[config.mk]
export PLATFORM = sky130hd
export DESIGN_NAME = instr_issue_sequencer
export DESIGN_NICKNAME = d
export VERILOG_FILES = /design/src/rtl/instr_issue_sequencer.sv
export SDC_FILE = /design/constraint.sdc
export NUM_CORES = 1
export LEC_CHECK = 0
export CORE_MARGIN = 2
export CORE_UTILIZATION = 45
export DETAILED_ROUTE_END_ITERATION = 7
export PLACE_DENSITY = 0.66
export SLEW_MARGIN = 20
export SYNTH_ARGS = -nofsm -noshare
export SYNTH_HDL_FRONTEND = slang
export SYNTH_SLANG_ARGS = --single-unit
export TNS_END_PERCENT = 100
[constraint.sdc]
create_clock -name CLK -period 5.2 [get_ports CLK]
set_input_delay 1.04 -clock CLK [delete_from_list [all_inputs] [get_ports CLK]]
set_output_delay 1.04 -clock CLK [all_outputs]
set_load 0.02 [all_outputs]
[src/rtl/instr_issue_sequencer.sv]
// rtl/instr_issue_sequencer.sv - instruction buffer and issue sequencer feeding the single-cycle core
module instr_issue_sequencer #(
   parameter int DEPTH = 16,
   parameter int AW    = 4
) (
   input  logic          CLK,
   input  logic          ResetPC,
   input  logic          LoadEn,
   input  logic [AW-1:0] LoadAddr,
   input  logic [31:0]   LoadData,
   input  logic [AW:0]   ProgLen,
   input  logic          Start,
   input  logic          Halt,
   input  logic          Step,
   input  logic          BranchTaken,
   input  logic [12:0]   BranchOffset,
   output logic [31:0]   Instruction,
   output logic          InstrValid,
   output logic [31:0]   CorePC,
   output logic          CoreResetPC,
   output logic [2:0]    State,
   output logic          Done,
   output logic          Error,
   output logic [15:0]   RetiredCount
);

   typedef enum logic [2:0] {
      S_IDLE  = 3'd0,
      S_RUN   = 3'd1,
      S_PAUSE = 3'd2,
      S_STEP  = 3'd3,
      S_DONE  = 3'd4
   } state_t;

   localparam logic [31:0] NOP = 32'h0000_0013;

   logic [31:0] mem [DEPTH];

   state_t      state_q, state_d;
   logic [31:0] instr_q, instr_d;
   logic [31:0] pc_q, pc_d;
   logic        valid_q, valid_d;
   logic        crst_q, crst_d;
   logic        done_q, done_d;
   logic        err_q, err_d;
   logic [15:0] cnt_q, cnt_d;

   logic        taken;
   logic [31:0] target;
   logic [31:0] limit;
   logic        end_hit;
   logic        bad;
   logic        advance;
   logic        park;

   // Branch outcome only matters for an instruction the core is actually executing
   always_comb begin
      taken   = valid_q & BranchTaken;
      target  = pc_q;
      if (taken)
         target = pc_q + {{19{BranchOffset[12]}}, BranchOffset};
      else if (valid_q)
         target = pc_q + 32'd4;
      limit   = 32'(ProgLen) << 2;
      end_hit = (target >= limit);
      bad     = taken & (end_hit | (target[1:0] != 2'b00));
   end

   always_comb begin
      state_d = state_q;
      instr_d = instr_q;
      pc_d    = pc_q;
      valid_d = valid_q;
      crst_d  = crst_q;
      done_d  = done_q;
      err_d   = err_q;
      cnt_d   = cnt_q;
      advance = 1'b0;
      park    = 1'b0;

      if (valid_q && (cnt_q != 16'hFFFF))
         cnt_d = cnt_q + 16'd1;

      case (state_q)
         S_IDLE, S_DONE: begin
            if (Start && (ProgLen != '0)) begin
               state_d = S_RUN;
               pc_d    = 32'd0;
               valid_d = 1'b0;
               instr_d = NOP;
               cnt_d   = 16'd0;
               done_d  = 1'b0;
               err_d   = 1'b0;
               crst_d  = 1'b1;
            end
         end
         S_RUN: begin
            crst_d = 1'b0;
            if (Halt)
               park = 1'b1;
            else
               advance = 1'b1;
         end
         S_PAUSE: begin
            if (!Halt) begin
               if (Step)
                  advance = 1'b1;
               else if (Start)
                  state_d = S_RUN;
            end
         end
         S_STEP: park = 1'b1;
         default: state_d = S_IDLE;
      endcase

      // Every edge that moves the PC passes through the end-of-program check first
      if (advance || park) begin
         if (end_hit || bad) begin
            state_d = S_DONE;
            done_d  = 1'b1;
            err_d   = bad;
            valid_d = 1'b0;
            instr_d = NOP;
         end else if (advance) begin
            state_d = (state_q == S_PAUSE) ? S_STEP : S_RUN;
            instr_d = mem[target[AW+1:2]];
            pc_d    = target;
            valid_d = 1'b1;
         end else begin
            state_d = S_PAUSE;
            pc_d    = target;
            valid_d = 1'b0;
            instr_d = NOP;
         end
      end
   end

   always_ff @(posedge CLK) begin
      if (ResetPC) begin
         state_q <= S_IDLE;
         instr_q <= NOP;
         pc_q    <= 32'd0;
         valid_q <= 1'b0;
         crst_q  <= 1'b1;
         done_q  <= 1'b0;
         err_q   <= 1'b0;
         cnt_q   <= 16'd0;
      end else begin
         state_q <= state_d;
         instr_q <= instr_d;
         pc_q    <= pc_d;
         valid_q <= valid_d;
         crst_q  <= crst_d;
         done_q  <= done_d;
         err_q   <= err_d;
         cnt_q   <= cnt_d;
      end
   end

   // Buffer survives reset; host writes only while nothing is being issued
   always_ff @(posedge CLK) begin
      if (LoadEn && ((state_q == S_IDLE) || (state_q == S_DONE)))
         mem[LoadAddr] <= LoadData;
   end

   assign Instruction  = instr_q;
   assign InstrValid   = valid_q;
   assign CorePC       = pc_q;
   assign CoreResetPC  = crst_q;
   assign State        = state_q;
   assign Done         = done_q;
   assign Error        = err_q;
   assign RetiredCount = cnt_q;

endmodule

======== After elaboration in Yosys (flattened, before gate mapping) ========
Memory sizes are Yosys's and may differ from the RTL's.
Cells that the tools add are included.
storage, ports and cells
  register bits after elaboration ......... 87
  RAM bits ................................ 512
  output and inout port bits .............. 87
  memories ................................ 1
memories
  memory  depth  width  rd ports  clocked after memory_dff  wr ports  line  RTL
  mem     16     32     1         0                         1         37    logic [31:0] mem [DEPTH];
operators by class
  add/sub/neg operators ................... 3
  order comparisons ....................... 1
  equal/unequal tests ..................... 11
  mux-type cells .......................... 46
  bitwise gates (word level) .............. 3
  reductions and logical operators ........ 17
operators with widths
  operator               count
  $mux 32                11
  $mux 16                3
  $add 32x3->32 const B  1
  $add 32x32->32         1
  $ge 32x7->1            1
  $mux 1                 20
  $mux 3                 6
  $add 16x1->16 const B  1
  $ne 16x16->1 const B   1
  $ne 3x3->1 const B     4
  $pmux 3 s3             1
  $reduce_bool 2->1      4
  $eq 3x2->1 const B     2
  $pmux 1 s2             3
  $reduce_and 5->1       1
  $reduce_bool 5->1      1
  $mux 2                 2
  $reduce_and 2->1       2
  $reduce_or 2->1        2
  $eq 3x1->1 const B     1
  $eq 3x3->1 const B     1
  $logic_and 1x1->1      3
  $logic_not 3->1        1
  $logic_or 1x1->1       3
  4 further kinds        5

======== Longest topological paths before layout ========
Gate-level depths: netlist of run 1.
  word-level depth ........................ 9
  gate-level depth with buffers ........... 22

======== Worst setup path before layout of run 1 ========
Ideal clock, no wire load.
  path type ............................... input to register
  start point ............................. input port BranchOffset[0]
  end point ............................... register pc_q[3] (netlist: CorePC[3])
  library setup time ...................... 121 ps
  arrival time ............................ 4760 ps
  slack ................................... 319 ps
  cell stages on the path ................. 21
  buffers on the path ..................... 4
  cell sequence ........................... ha_1 -> fa_1 -> xor2_1 -> nor2_1 -> a21oi_1 -> mux2_2 -> clkbuf_1 -> inv_1 -> clkbuf_1 -> clkbuf_1 -> ha_1 -> inv_1 -> a21oi_1 -> o21ai_0 -> a21oi_1 -> o211ai_1 -> nor4_1 -> o2111a_2 -> nand4_4 -> buf_6 -> mux2_4
on the way
  longest elaborated chain between the ends .. 8
RTL lines
  what                                              line    RTL
  start: declaration                                16      input logic [12:0] BranchOffset,
  $add 32x32->32 *                                  61      target = pc_q + {{19{BranchOffset[12]}}, BranchOffset};
  $mux 32 *                                         60      if (taken)
  $ge 32x7->1 or $reduce_bool 2->1 (tied branches)  65, 66
  $or 1x1->1                                        66      bad = taken & (end_hit | (target[1:0] != 2'b00));
  $and 1x1->1                                       66
  $logic_or 1x1->1                                  118     if (end_hit || bad) begin
  $mux 32 *                                         118
  $mux 32 *                                         117     if (advance || park) begin
  end signal: assignment                            151     pc_q <= pc_d;
  end: declaration                                  41      logic [31:0] pc_q, pc_d;
Mark *: on every way between the ends. The rest lies on a longest branch, timed or not.
A chain may end at the register's enable or synchronous reset.

======== Worst setup path after layout of run 1 ========
  start point ............................. input port BranchOffset[0]
  end point ............................... register instr_q[5] (netlist: Instruction[5])
on the way
  longest elaborated chain between the ends .. 8
RTL lines
  what                                              line    RTL
  $add 32x32->32 *                                  61
  $mux 32 *                                         60
  $ge 32x7->1 or $reduce_bool 2->1 (tied branches)  65, 66
  $or 1x1->1                                        66
  $and 1x1->1                                       66
  $logic_or 1x1->1                                  118
  $mux 32 *                                         118
  $mux 32 *                                         117
  end signal: assignment                            150     instr_q <= instr_d;
  end: declaration                                  40      logic [31:0] instr_q, instr_d;
Marked as above.

==> results of run 1 <==
cell families (layout without fill, tap and decap cells):
logic type | Yosys count | after routing | synth area share [%]
adder cells (fa/ha/maj) | 39 | 39 | 1.90
flip-flops | 599 | 599 | 65.6
AND/OR/NAND/NOR | 1054 | 1054 | 18.0
XOR/XNOR | 49 | 49 | 1.65
AO/OA/AOI/OAI | 368 | 368 | 9.97
buffers and inverters | 152 | 325 | 2.33
other | 0 | 1 | 0
multiplexers | 13 | 13 | 0.556
layer usage:
metal / vias to the layer above / wire length (um) / track usage, %
met3: 125 / 5140 / 3.70
met1: 9344 / 30800 / 33.1
met4: 0 / 2030 / 7.77
met2: 705 / 32700 / 36.7
li1: 8652 / - / -
met5: - / 0 / 0
path summary, 6_finish.rpt:
kind	from	end	slack (ns)	cells after the start
max	BranchOffset[0]	Instruction[5]$_SDFFE_PP0P_	0.77	16
min	Instruction[25]$_SDFFE_PP0P_	Instruction[25]$_SDFFE_PP0P_	0.46	2
max reg2reg	CorePC[0]$_SDFF_PP0_	Instruction[5]$_SDFFE_PP0P_	1.26	15
min reg2reg	Instruction[25]$_SDFFE_PP0P_	Instruction[25]$_SDFFE_PP0P_	0.46	2
metrics by stage:
stage	area (sq um)	setup slack (ns)	power, uW	hold WS [ns]	util [%]
3_3_place_gp	28600	0.274	7170	0.444	49.7
5_1_grt	30500	0.414	11600	0.482	53.0
2_1_floorplan	26100	0.319	6590	0.536	-
3_5_place_dp	28600	0.166	7200	0.446	49.7
6_report	30500	0.774	11200	0.457	53.0
4_1_cts	30500	0.804	11300	0.458	53.0
flip-flops by register name, indices dropped and copies added, names as in the netlist:
register and count:
CorePC 32, CoreResetPC 1, Done 1, Error 1, InstrValid 1, Instruction 32, RetiredCount 16, State 3
mem 512
final cells by class:
class                      count  area [sq um]  area share, %
tap                          765           957           3.14
inverter                      18          75.1          0.246
multi-input combinational   1523          8510           27.9
clock inverter                16           155          0.509
antenna                        1          2.50        0.00821
sequential                   599         17100           56.2
timing repair buffer         193          1930           6.33
clock buffer                  98          1730           5.66
synth_stat cells, drive strengths merged (25+ instances only):
| library cell | instances |
|---|---|
| nand2 | 618 |
| edfxtp | 512 |
| nand3 | 152 |
| clkbuf | 111 |
| and3 | 108 |
| a311oi | 95 |
| dfxtp | 87 |
| nor2 | 82 |
| o21ai | 69 |
| a21oi | 61 |
| a31oi | 43 |
| ha | 38 |
| a21o | 32 |
| xor2 | 26 |
| nand4 | 25 |
worst reg2reg max path, delay by kind of cell, from the launching register on:
family | cells | cell delay (ns)
and+or+nand+nor | 2 | 0.42
buffers and inverters | 1 | 0.24
adders and majority gates | 3 | 0.96
DFF | 1 | 0.37
xor gates and xnor gates | 1 | 0.20
AOI/OAI and AO/OA | 8 | 1.65
power by group through the flow:
stage | logic (uW) | clock network [uW] | registers, uW
floorplan | 1070 | 0 | 5520
global placement | 1670 | 0 | 5500
detailed placement | 1700 | 0 | 5500
CTS | 1700 | 4170 | 5400
global route | 1850 | 4370 | 5410
finish | 1710 | 4110 | 5400
==> flow_summary_export.csv, run 1 <==
group,metric,value,unit
run_status,outcome,"finished, final reports clean",
power_and_ir_drop,p_clk_share,36.6,%
synthesis,ys_types,72,
timing,maxSlewViolCount,0,
global_route,grt_max_degree,154,
synthesis,synth-seq-cells,599,
power_and_ir_drop,p_leak,0.0107,uW
die,rows,88,
global_route,grt_pass1_vias,17800,
route,vias_per_cell,5.86,
synthesis,yosys_most_used_dff,"edfxtp_1",
synthesis,synth_top_area_share,58.9,%
power_and_ir_drop,netSwitchingPower,2960,uW
setup_path,crit_slowest_cell,"clkdlybuf4s50_1",
route,route.detailed.drc,0,
timing,worst_pin_slew,1.04,ns
cells_and_area,fin_cells,3213,
synthesis,synth.yosys.seq_area_share,65.6,%
cts,cts_resized,0,
cts,cts_made_buffers,60,
power_and_ir_drop,comb_power_share,15.2,%
cells_and_area,syn_to_final_growth,16.8,%
power_and_ir_drop,sequentialPowerShare,48.2,%
cts,ctsHoldBuffers,0,
global_route,grt_pass1_wl,107000,um
place,portBuffers,147,
cells_and_area,drive_gt1_share,7.03,%
timing,tns,0,ns
global_route,antenna_found_initial,1,
setup_path,cp.arrival,4.96,ns
route,wl,70700,um
die,dieArea,0.0599,sq mm
setup_path,crit_family,"compound AO/OA/AOI/OAI gates",
setup_path,cp_slowest_stage_delay,0.44,ns
run,cap_violations,0,
place,dp_hpwl,41400,um
setup_path,crit_required,5.73,ns
timing,clock_skew,0.0326,ns
cells_and_area,layout_common_cells,"nand2_1, edfxtp_1, nand3_1",
cts,clk_latency,0.64,ns
synthesis,async_flop_share,0,%
timing,finalCritPeriodShare,85.1,%
cts,post_cts_buffers,0,
die,die_h,245,um
die,ios,148,
synthesis,synth_area_leader_cell,"edfxtp_1",
cells_and_area,layout_commonest_cell,"nand2_1",
timing,min_period,4.43,ns
route,wire_per_inst,22.0,um
timing,setup_viol,0,
power_and_ir_drop,power.density,368,mW/mm^2
global_route,gr-usage-all-layers,23.3,%
setup_path,worstPathCellList,"clkdlybuf4s50_1, ha_1, fa_1, a211oi_1, o21ai_0, xor2_1, o22ai_1, a21oi_1, ha_1, a21oi_1, o211ai_1, nor4_1, o2111a_2, nand4_1, buf_12, o21ai_0",
place,place_inst,3098,
die,core,0.0575,sq mm
route,via_count,18800,
synthesis,avgSynthCellArea,11.5,sq um
synthesis,synthCells,2274,
cts,path_clk_slew,0.06,ns
setup_path,crit_path_end_kind,"flip-flop",
global_route,grt-ovfl-total,0,
synthesis,synth_edf_count,512,
cells_and_area,nFillCells,4954,
setup_path,criticalPathCategory,"in -> reg",
setup_path,critPathBufInv,2,
place,gp_congestion,0.933,
setup_path,critPathMaxFanout,29,
synthesis,syn_area,0.0261,sq mm
cts,htree_levels,2,
cts,cts_root_buf,"clkbuf_16",
route,firstDrtPassIters,6,
timing,fmaxAchievable,226,MHz
min_path,min_path_type,"reg -> reg",
timing,hold_viol,0,
cts,clock-sinks,599,
cells_and_area,fin_nets,2495,
route,drt-initial-drc-count,1843,
route,ant_nets,0,
synthesis,synthesis.nets,2374,
cts,clk_path_buf_depth,3,
power_and_ir_drop,switching_share,26.4,%
cts,cts_tree,"built",
die,die_x,245,um
synthesis,yosys_warnings,0,
timing,relSlewSlack,30.3,%
die,initial_core_util,45.4,%
power_and_ir_drop,intPower,8260,uW
setup_path,cp-start-kind,"primary input",
timing,rsz0062_at_grt,"no",
synthesis,synthTopCellsByArea,"edfxtp_1, nand2_1, dfxtp_1, a311oi_1, nand3_1",
power_and_ir_drop,ir_drop,0.290,mV
Note: power is estimated with default switching activity, not from simulation.
==> run 2, diff against run 1 <==
--- a/config.mk
+++ b/config.mk
@@ -9,6 +9,7 @@
 export CORE_UTILIZATION = 45
 export DETAILED_ROUTE_END_ITERATION = 7
 export PLACE_DENSITY = 0.66
+export SKIP_CTS_REPAIR_TIMING = 1
 export SLEW_MARGIN = 20
 export SYNTH_ARGS = -nofsm -noshare
 export SYNTH_HDL_FRONTEND = slang
==> results of run 2 <==
No change in the layout: final DEF, timing and power equal those of run 1.
